$ cat src/rtl/fpga_display_ctrl_pkg.sv
// Shared types and constants for the FPGA board front end of the MIPS pipeline:
// debounce FSM encoding and the active-low hex-to-segment table.
package fpga_display_ctrl_pkg;

  typedef enum logic [1:0] {
    IDLE      = 2'd0,
    PRESS_CHK = 2'd1,
    HELD      = 2'd2,
    REL_CHK   = 2'd3
  } db_state_e;

  // Entry n holds the {g,f,e,d,c,b,a} active-low pattern for hex digit n.
  localparam logic [15:0][6:0] HEX_SEG = {
    7'h0E, 7'h06, 7'h21, 7'h46, 7'h03, 7'h08, 7'h10, 7'h00,
    7'h78, 7'h02, 7'h12, 7'h19, 7'h30, 7'h24, 7'h79, 7'h40
  };

endpackage

$ cat src/rtl/fpga_display_ctrl_hex_to_seg.sv
// Combinational nibble to active-low 7-segment pattern lookup.
module hex_to_seg
  import fpga_display_ctrl_pkg::*;
(
  input  logic [3:0] nibble,
  output logic [6:0] seg
);

  assign seg = HEX_SEG[nibble];

endmodule

$ cat src/rtl/fpga_display_ctrl.sv
// Board front end: debounced step strobe, debug register select, and a
// 4-digit multiplexed hex display of register data or PC.
module fpga_display_ctrl
  import fpga_display_ctrl_pkg::*;
#(
  parameter int DEBOUNCE_CYCLES = 100000,
  parameter int SCAN_CYCLES     = 50000
) (
  input  logic        clk,
  input  logic        rst,
  input  logic        btn_step,
  input  logic [4:0]  sw_reg,
  input  logic        sw_mode,
  input  logic        sw_half,
  input  logic [31:0] read_reg_data,
  input  logic [31:0] read_pc,
  output logic [4:0]  read_reg,
  output logic        step_pulse,
  output logic [6:0]  seg_n,
  output logic        dp_n,
  output logic [3:0]  an_n
);

  localparam int CNT_W  = $clog2(DEBOUNCE_CYCLES + 1);
  localparam int SCAN_W = $clog2(SCAN_CYCLES + 1);
  localparam logic [CNT_W-1:0]  CNT_LAST  = CNT_W'(DEBOUNCE_CYCLES - 1);
  localparam logic [SCAN_W-1:0] SCAN_LAST = SCAN_W'(SCAN_CYCLES - 1);

  logic             btn_s1, btn_s2;
  db_state_e        state, state_next;
  logic [CNT_W-1:0] cnt, cnt_next;
  logic             pulse_next;

  logic [SCAN_W-1:0] scan_cnt;
  logic [1:0]        digit;
  logic [31:0]       val;
  logic [15:0]       half;
  logic [3:0]        nibble;
  logic [6:0]        seg_next;

  always_ff @(posedge clk) begin
    if (rst) begin
      btn_s1 <= 1'b0;
      btn_s2 <= 1'b0;
    end else begin
      btn_s1 <= btn_step;
      btn_s2 <= btn_s1;
    end
  end

  always_ff @(posedge clk) begin
    if (rst) begin
      state      <= IDLE;
      cnt        <= '0;
      step_pulse <= 1'b0;
    end else begin
      state      <= state_next;
      cnt        <= cnt_next;
      step_pulse <= pulse_next;
    end
  end

  // The strobe fires only on the PRESS_CHK -> HELD transition, so a long hold
  // or a release never produces a second step.
  always_comb begin
    state_next = state;
    cnt_next   = cnt;
    pulse_next = 1'b0;
    case (state)
      IDLE: begin
        if (btn_s2) begin
          cnt_next   = '0;
          state_next = PRESS_CHK;
        end
      end
      PRESS_CHK: begin
        if (!btn_s2) begin
          state_next = IDLE;
        end else if (cnt == CNT_LAST) begin
          state_next = HELD;
          pulse_next = 1'b1;
        end else begin
          cnt_next = cnt + 1'b1;
        end
      end
      HELD: begin
        if (!btn_s2) begin
          cnt_next   = '0;
          state_next = REL_CHK;
        end
      end
      REL_CHK: begin
        if (btn_s2) begin
          state_next = HELD;
        end else if (cnt == CNT_LAST) begin
          state_next = IDLE;
        end else begin
          cnt_next = cnt + 1'b1;
        end
      end
      default: state_next = IDLE;
    endcase
  end

  always_ff @(posedge clk) begin
    if (rst) begin
      scan_cnt <= '0;
      digit    <= 2'd0;
    end else if (scan_cnt == SCAN_LAST) begin
      scan_cnt <= '0;
      digit    <= digit + 2'd1;
    end else begin
      scan_cnt <= scan_cnt + 1'b1;
    end
  end

  // Live value: switches and pipeline data are sampled every cycle.
  assign val    = sw_mode ? read_pc : read_reg_data;
  assign half   = sw_half ? val[31:16] : val[15:0];
  assign nibble = half[{digit, 2'b00} +: 4];

  hex_to_seg u_hex_to_seg (
    .nibble (nibble),
    .seg    (seg_next)
  );

  always_ff @(posedge clk) begin
    if (rst) begin
      read_reg <= 5'd0;
      seg_n    <= 7'h7F;
      dp_n     <= 1'b1;
      an_n     <= 4'hF;
    end else begin
      read_reg <= sw_reg;
      seg_n    <= seg_next;
      dp_n     <= ~((digit == 2'd3) && sw_half);
      an_n     <= ~(4'b0001 << digit);
    end
  end

endmodule

$ cat config.mk
export PLATFORM = sky130hd
export DESIGN_NAME = fpga_display_ctrl
export DESIGN_NICKNAME = d
export VERILOG_FILES = /design/src/rtl/fpga_display_ctrl_pkg.sv /design/src/rtl/fpga_display_ctrl_hex_to_seg.sv /design/src/rtl/fpga_display_ctrl.sv
export SDC_FILE = /design/constraint.sdc
export NUM_CORES = 1
export LEC_CHECK = 0
export CAP_MARGIN = 20
export CORE_MARGIN = 2
export CORE_UTILIZATION = 35
export DETAILED_ROUTE_END_ITERATION = 8
export DONT_BUFFER_PORTS = 1
export HOLD_SLACK_MARGIN = 0.08
export SLEW_MARGIN = 30
export SYNTH_ARGS = -nofsm -noshare
export SYNTH_HDL_FRONTEND = slang
export SYNTH_SLANG_ARGS = --single-unit
$ cat constraint.sdc
create_clock -name clk -period 2.7 [get_ports clk]
set_input_delay 0.27 -clock clk [delete_from_list [all_inputs] [get_ports clk]]
set_output_delay 0.27 -clock clk [all_outputs]
set_load 0.05 [all_outputs]
# Word level (Yosys, flattened, before mapping)
# Memories as Yosys holds them, arrays and structs flattened. A register that Yosys moved wholly into a read port is not among the register bits.
# Index checks and enable logic that the tools add are counted.
# W data, S select, Z words.
dict set report word_totals {
  ff_bits 50
  mem_count 1
  romBits 112
  input_bits 74
}
dict set report op_classes {
  n_mux 16
  add_sub_neg 3
  shift 2
  reduce_logical 6
  eq_ne 12
  bitwise_logic 4
}
# memory words word_bits read_ports rd_ports_with_merged_regs wr line
set mem_list {}
lappend mem_list {{(no name shown)} 16 7 1 1 0 fpga_display_ctrl_hex_to_seg.sv:9} ;# assign seg = HEX_SEG[nibble];
# op n
set op_table {}
lappend op_table {{$mux W17} 5}
lappend op_table {{$pmux W17 S4} 1}
lappend op_table {{$mux W32} 1}
lappend op_table {{$add A17 B1 Y17 const B} 1}
lappend op_table {{$eq A17 B17 Y1 const B} 1}
lappend op_table {{$add A16 B1 Y16 const B} 1}
lappend op_table {{$eq A16 B16 Y1 const B} 1}
lappend op_table {{$mux W16} 1}
lappend op_table {{$shiftx A16 B5 Y4} 1}
lappend op_table {{$mux W2} 6}
lappend op_table {{$ne A2 B2 Y1 const B} 4}
lappend op_table {{$pmux W2 S4} 1}
lappend op_table {{$reduce_and A4 Y1} 2}
lappend op_table {{$eq A2 B2 Y1 const B} 3}
lappend op_table {{$ne A3 B3 Y1 const B} 2}
lappend op_table {{$not A4 Y4} 1}
lappend op_table {{$shl A1 B2 Y4 const A} 1}
lappend op_table {{$not A1 Y1} 3}
lappend op_table {{$reduce_or A3 Y1} 1}
lappend op_table {{$add A2 B1 Y2 const B} 1}
lappend op_table {{$eq A2 B1 Y1 const B} 1}
lappend op_table {{$logic_not A2 Y1} 1}
lappend op_table {{$reduce_or A2 Y1} 1}
lappend op_table {{$logic_and A1 B1 Y1} 1}
lappend op_table {{$mux W1} 1}

# Longest topological paths before layout
# Gate-level depths: netlist of run 1.
dict set report logic_depth {
  word_depth 4
  ltp_mapped 10
  depth_no_buf 8
}

# By module
# A second synthesis of run 1 with hierarchy kept.
dict set report hier_totals {
  hier_cells 313
  hier_area_um2 3114.2
}
# module area_per_inst_um2 n_inst cells_per_inst
set modules_own_cells {}
lappend modules_own_cells {fpga_display_ctrl 2839.0 1 281}
lappend modules_own_cells {hex_to_seg 275.3 1 32}

# Least setup slack after synthesis of run 1
# No wires, ideal clock.
dict set report synth_path {
  kind {input to register}
  from {in sw_half}
  to {reg seg_n[5]}
  stages 9
  setup_slack_ns 0.183
  arrival_time_ns 2.398
  t_required_ns 2.580
  cell_sequence {clkbuf_1 > buf_2 > mux4_2 > a22o_1 > a221oi_4 > inv_1 > ha_1 > mux2_1 > a211o_1}
}
dict set report synth_between {
  elab_chain_len 2
}
# item line
set synth_rtl {}
lappend synth_rtl {{start, declared} fpga_display_ctrl.sv:14} ;# input logic sw_half,
lappend synth_rtl {{$mux W16} fpga_display_ctrl.sv:119} ;# assign half = sw_half ? val[31:16] : val[15:0];
lappend synth_rtl {{$shiftx A16 B5 Y4} fpga_display_ctrl.sv:120} ;# assign nibble = half[{digit, 2'b00} +: 4];
lappend synth_rtl {{end, declared} fpga_display_ctrl.sv:19} ;# output logic [6:0] seg_n,
# Every way passes these cells.
# A chain may end at the register's enable or synchronous reset.

# Worst setup path in the final report of run 1
dict set report layout_path {
  from {reg digit[1]}
  to {reg seg_n[5]}
}
dict set report layout_between {
  elab_chain_len 1
}
# item line
set layout_rtl {}
lappend layout_rtl {{start, declared} fpga_display_ctrl.sv:35} ;# logic [1:0] digit;
lappend layout_rtl {{start signal, assigned} fpga_display_ctrl.sv:111} ;# digit <= digit + 2'd1;
lappend layout_rtl {{$shiftx A16 B5 Y4} fpga_display_ctrl.sv:120}
# Every way passes these cells.

==> impl_metrics.env, run 1 <==
export IMPL_outcome="finished clean"
export IMPL_numCtsBuffers=9
export IMPL_fin_nets=391
export IMPL_grtUsageTotal_pct=15.2
export IMPL_endpoint="seg_n[5]$_SDFF_PP1_"
export IMPL_largest_registers="cnt (17), scan_cnt (16), seg_n (7)"
export IMPL_coreArea_um2=8260
export IMPL_synthesis_instances=296
export IMPL_ant_nets=0
export IMPL_tightest_slew_ps=761
export IMPL_cp_depth=7
export IMPL_yosys_warnings=0
export IMPL_ys_async_sr_fraction_pct=0
export IMPL_path_cells="nor2_1, a22o_1, a221oi_4, inv_1, ha_1, mux2_1, a211o_1"
export IMPL_synth_enable_flop_cells=0
export IMPL_cp_slowest_cell="dfxtp_1"
export IMPL_drv_slew=0
export IMPL_hold_violations=0
export IMPL_routed_via_density=5.20
export IMPL_critPathBufInv=1
export IMPL_io_buffers=0
export IMPL_hp_class="in -> reg"
export IMPL_relSlewSlack_pct=49.1
export IMPL_clock_fmax_ghz=0.449
export IMPL_overflow=0
export IMPL_initial_core_util_pct=36.2
export IMPL_syn_area_um2=2990
export IMPL_crit_family="compound AO/OA/AOI/OAI gates"
export IMPL_skew_ps=8.01
export IMPL_fp_dieW_um=96.4
export IMPL_fin_area_um2=3390
export IMPL_crit_required_ps=2930
export IMPL_reg2reg_setup_slack_ps=470
export IMPL_fp_dieArea_um2=9290
export IMPL_reg2reg_depth=7
export IMPL_top_register="cnt"
export IMPL_grt_pass1_wl_um=10500
export IMPL_cts_sinks=57
export IMPL_ir_drop_v=0.000254
export IMPL_clockBufferDepth=2
export IMPL_hold_ws_ps=119
export IMPL_worst_setup_path_type="reg -> reg"
export IMPL_setup_tns_ps=0
export IMPL_period_share_pct=82.5
export IMPL_cp_startpoint="digit[1]$_SDFFE_PP0P_"
export IMPL_maxCapViolCount=0
export IMPL_ys_flop_type="dfxtp_1"
export IMPL_drc=0
export IMPL_cts_setup_buffers=0
export IMPL_avgSynthCellArea_um2=10.1
export IMPL_crit_arrival_ps=2450
export IMPL_r2r_end="seg_n[5]$_SDFF_PP1_"
export IMPL_grt_pass1_vias=2238
export IMPL_worst_path_largest_cell_delay_ps=450
export IMPL_first_iter_violations=88
export IMPL_area_delta_synth_final_pct=13.6
export IMPL_layout_common_cells="57 x dfxtp_1, 40 x nor2_1, 19 x nand2_1"
export IMPL_crit_path_end_kind="flip-flop"
export IMPL_routed_wl_um=6250
export IMPL_synth_cell_type_count=46
export IMPL_vias=2169
export IMPL_cts_root_buf="clkbuf_8"
export IMPL_p_leak_nw=1.25
export IMPL_hpwl_um=4730
export IMPL_final_common_cell="dfxtp_1"
export IMPL_preCtsSetupSlack_ps=345
export IMPL_num_antenna_cells=0
export IMPL_power_density_nw_per_um2=623
export IMPL_ios=92
export IMPL_htreeDepth=3
export IMPL_antenna_found_initial=0
export IMPL_drive_gt1_share_pct=10.6
export IMPL_finalSetupViolations=0
export IMPL_clkLatencyLatePin_ps=340
export IMPL_wl_per_cell_um=15.0
export IMPL_postPlaceCellArea_um2=3060
export IMPL_fin_util_pct=41.1
export IMPL_dr_pass1_iters=4
export IMPL_gp_congestion=0.869
export IMPL_die_y_um=96.4
export IMPL_fin_crit_ps=2230
export IMPL_largest_reg_flops=17
export IMPL_core_rowCount=33
export IMPL_rsz0062_at_grt="no"
export IMPL_cp_max_fo=8
export IMPL_setup_worst_path_start_class="flip-flop"
export IMPL_ys_seq_elements=57
export IMPL_synth_nets=380
export IMPL_clk_pin_slew_ps=60
export IMPL_fin_ws_ps=473
export IMPL_timing_rr_start="digit[1]$_SDFFE_PP0P_"
export IMPL_cts_tree="yes"
export IMPL_grt_max_degree=23
export IMPL_seq_area_frac_synth_pct=38.2
where the power goes:
| part | leakage, nW | switching [mW] | internal [mW] | total, mW |
|---|---|---|---|---|
| Combinational | 0.659 | 0.0791 | 0.0927 | 0.172 |
| Clock | 0.127 | 0.330 | 0.665 | 0.995 |
| Sequential | 0.465 | 0.0795 | 0.866 | 0.945 |
| Total | 1.25 | 0.489 | 1.62 | 2.11 |
worst register-to-register path, stage by stage (launching register included):
cell and delay, ps:
dfxtp_1 450, nor2_1 150, a22o_1 290, a221oi_4 280
inv_1 110, ha_1 250, mux2_1 300, a211o_1 290
cells by family (layout without fill, tap and decap cells):
| family | Yosys count | count (layout) | synth area share (%) |
|---|---|---|---|
| mux | 24 | 24 | 16.0 |
| fa+ha+maj | 10 | 10 | 4.19 |
| compound gates | 34 | 34 | 8.88 |
| buf+inv | 21 | 37 | 4.02 |
| flops | 57 | 57 | 38.2 |
| xor+xnor | 27 | 27 | 7.92 |
| simple gates | 123 | 123 | 20.8 |
through the flow:
stage / total power [mW] / cells
2_1_floorplan: 1.11 / 296
3_3_place_gp: 1.12 / 393
3_5_place_dp: 1.12 / 393
4_1_cts: 2.14 / 417
5_1_grt: 2.20 / 417
6_report: 2.11 / 417
how the worst min path moves through the flow:
stage / cells past startpoint / startpoint / slack [ps] / endpoint
after detailed placement: 1 / rst / 340 / read_reg[1]$_SDFF_PP0_
after floorplan: 1 / rst / 340 / btn_s2$_SDFF_PP0_
after CTS: 2 / rst / 110 / seg_n[3]$_SDFF_PP1_
after global placement: 1 / rst / 340 / read_reg[2]$_SDFF_PP0_
after global routing: 2 / rst / 130 / an_n[2]$_SDFF_PP1_
final: 2 / rst / 120 / seg_n[3]$_SDFF_PP1_
synth_stat cells, types with 7 or more instances:
| library cell | instances | area share [%] |
|---|---|---|
| o21ai_0 | 7 | 1.2 |
| nor3_1 | 9 | 1.5 |
| nor2b_1 | 8 | 1.7 |
| ha_1 | 10 | 4.2 |
| nand4_1 | 7 | 1.5 |
| or3_1 | 7 | 1.5 |
| nand2_1 | 19 | 2.4 |
| dfxtp_1 | 57 | 38 |
| mux4_1 | 9 | 7.9 |
| nand3_1 | 9 | 1.5 |
| xnor2_1 | 15 | 4.4 |
| a21oi_1 | 9 | 1.5 |
| xor2_1 | 12 | 3.5 |
| nor2_1 | 40 | 5.0 |
| mux4_2 | 7 | 5.3 |
| and3_1 | 8 | 1.7 |
| inv_1 | 10 | 1.3 |
layout make-up:
class / count / area [um2]
Tap cell: 105 / 131
Multi-Input combinational cell: 218 / 1730
Clock buffer: 12 / 155
Inverter: 10 / 37.5
Timing Repair Buffer: 11 / 103
Clock inverter: 4 / 98.8
Sequential cell: 57 / 1140
Fill cell: 794 / 4870
routing by layer:
metal,vias to the layer above,global-route usage [%],routed length [um]
met2,87,26.6,3150
met3,13,5.66,421
met1,979,16.5,2530
met5,-,0,0
met4,0,6.46,152
li1,1090,-,-
what timing repair did:
| action | CTS | global route |
|---|---|---|
| hold endpoints to repair | 22 | 0 |
| gates resized for setup | 0 | 0 |
| hold buffers | 8 | 0 |
No activity file was read; power rests on OpenSTA's default activity.
==> run 2, diff against run 1 <==
==> constraint.sdc (replaced) <==
create_clock -name clk -period 2.05 [get_ports clk]
set_input_delay 0.205 -clock clk [delete_from_list [all_inputs] [get_ports clk]]
set_output_delay 0.205 -clock clk [all_outputs]
set_load 0.05 [all_outputs]
==> impl_metrics.env, run 2 (same netlist as run 1, synthesis figures left out) <==
export IMPL_hp_class="in -> reg"
export IMPL_core_rowCount=33
export IMPL_grt_pass1_vias=2261
export IMPL_min_to="cnt[3]$_SDFFE_PP0P_"
export IMPL_hold_violations=0
export IMPL_final_cells=434
export IMPL_r2r_end="cnt[2]$_SDFFE_PP0P_"
export IMPL_drv_slew=0
export IMPL_fin_area_um2=3530
export IMPL_p_leak_nw=1.32
export IMPL_dr_pass1_iters=4
export IMPL_cts_sinks=57
export IMPL_hpwl_um=4720
export IMPL_initial_core_util_pct=36.2
export IMPL_p_int_mw=1.91
export IMPL_setup_worst_path_start_class="flip-flop"
export IMPL_crit_arrival_ps=2170
export IMPL_switching_share_pct=25.9
export IMPL_relSlewSlack_pct=42.3
export IMPL_pwr_share_comb_pct=9.9
export IMPL_ir_drop_v=0.000376
export IMPL_fp_dieW_um=96.4
export IMPL_drive_gt1_share_pct=18.2
export IMPL_top_register="cnt"
export IMPL_reg2reg_depth=6
export IMPL_dp_cells=408
export IMPL_area_delta_synth_final_pct=18.2
export IMPL_wl_per_cell_um=14.7
export IMPL_layout_common_cells="55 x dfxtp_1, 39 x nor2_1, 18 x nand2_1, 18 x buf_4, 15 x xnor2_1"
export IMPL_fin_crit_ps=1960
export IMPL_min_delay_path_depth=2
export IMPL_clockBufferDepth=2
export IMPL_postPlaceCellArea_um2=3190
export IMPL_io_buffers=0
export IMPL_grt_pass1_wl_um=10600
export IMPL_setup_tns_ps=0
export IMPL_maxCapViolCount=0
export IMPL_tightest_slew_ps=863
export IMPL_final_common_cell="dfxtp_1"
export IMPL_rsz0062_at_grt="yes"
export IMPL_htreeDepth=3
export IMPL_largest_registers="cnt (17), scan_cnt (16), seg_n (7)"
export IMPL_vias=2267
export IMPL_p_clk_share_pct=41.8
export IMPL_numCtsBuffers=9
export IMPL_cts_root_buf="clkbuf_8"
export IMPL_fin_nets=408
export IMPL_power_net_switching_mw=0.668
export IMPL_skew_ps=5.17
export IMPL_timing_rr_start="cnt[9]$_SDFFE_PP0P_"
export IMPL_period_share_pct=95.4
export IMPL_die_y_um=96.4
export IMPL_finalPower_mw=2.58
export IMPL_coreArea_um2=8260
export IMPL_drc=0
export IMPL_antenna_found_initial=0
export IMPL_num_antenna_cells=0
export IMPL_crit_required_ps=2260
export IMPL_fp_dieArea_um2=9290
export IMPL_finalSetupViolations=0
export IMPL_first_iter_violations=66
export IMPL_gp_congestion=0.785
export IMPL_routed_via_density=5.22
export IMPL_outcome="finished clean"
export IMPL_clk_pin_slew_ps=70
export IMPL_nFillCells=790
export IMPL_ant_nets=0
export IMPL_grt_max_degree=25
export IMPL_reg2reg_setup_slack_ps=90
export IMPL_power_density_nw_per_um2=731
export IMPL_grtUsageTotal_pct=14.9
export IMPL_worst_setup_path_type="reg -> reg"
export IMPL_overflow=0
export IMPL_routed_wl_um=6390
export IMPL_ios=92
export IMPL_clock_fmax_ghz=0.511
export IMPL_crit_path_end_kind="flip-flop"
export IMPL_cp_max_fo=4
export IMPL_power_frac_seq_pct=48.3
export IMPL_cts_tree="yes"
export IMPL_largest_reg_flops=17
export IMPL_worstHoldStart="rst"
export IMPL_clkLatencyLatePin_ps=340
run 2: worst max path at each step:
stage / startpoint / to / slack (ps)
global placement: sw_mode / seg_n[0]$_SDFF_PP1_ / -100
detailed placement: sw_mode / seg_n[0]$_SDFF_PP1_ / -120
finish: cnt[9]$_SDFFE_PP0P_ / cnt[2]$_SDFFE_PP0P_ / 90
floorplan: sw_mode / seg_n[5]$_SDFF_PP1_ / -280
CTS: digit[1]$_SDFFE_PP0P_ / seg_n[0]$_SDFF_PP1_ / 20
global route: cnt[5]$_SDFFE_PP0P_ / cnt[15]$_SDFFE_PP0P_ / -40
run 2: layer usage:
layer	GRT usage, %	vias up	share of wire, %
li1	-	1124	-
met1	18.2	1052	44
met2	24.4	81	48
met3	5.04	10	5.9
met4	5.63	0	1.9
met5	0	-	0
run 2: power by group through the flow:
stage | clock (mW) | sequential, mW | combinational [mW]
global placement | 0 | 1.27 | 0.231
finish | 1.08 | 1.25 | 0.257
global route | 1.16 | 1.25 | 0.282
CTS | 1.11 | 1.25 | 0.253
detailed placement | 0 | 1.27 | 0.232
floorplan | 0 | 1.26 | 0.214
run 2: cell type report:
cell class / count / area (um2) / area share, %
Sequential cell: 57 / 1140 / 32.4
Clock inverter: 4 / 51.3 / 1.45
Inverter: 10 / 37.5 / 1.06
Timing Repair Buffer: 28 / 238 / 6.74
Multi-Input combinational cell: 218 / 1770 / 50.2
Tap cell: 105 / 131 / 3.72
Clock buffer: 12 / 155 / 4.40
run 2: critical path: stages, from the launching register on:
cell,delay [ps]
dfxtp_1,370
nand2_1,120
or3_1,400
or4_1,560
and3_1,210
xnor2_1,130
nor2_1,50
run 2: per-stage QoR:
step	util, %	setup slack [ps]	hold WS, ps
floorplan	-	-281	277
global placement	38.6	-102	282
detailed placement	38.6	-123	284
CTS	42.1	21.5	346
global route	42.7	-44.6	392
finish	42.7	94.0	373
run 2: repair_timing:
action / 4_1_cts / 5_1_grt
hold buffers: 8 / 0
endpoints found under the setup margin: 1 / 9
buffers inserted: 0 / 1
gates resized for setup: 1 / 9
endpoints found under the hold margin: 25 / 0
gates cloned: 0 / 1
pin swaps: 0 / 3
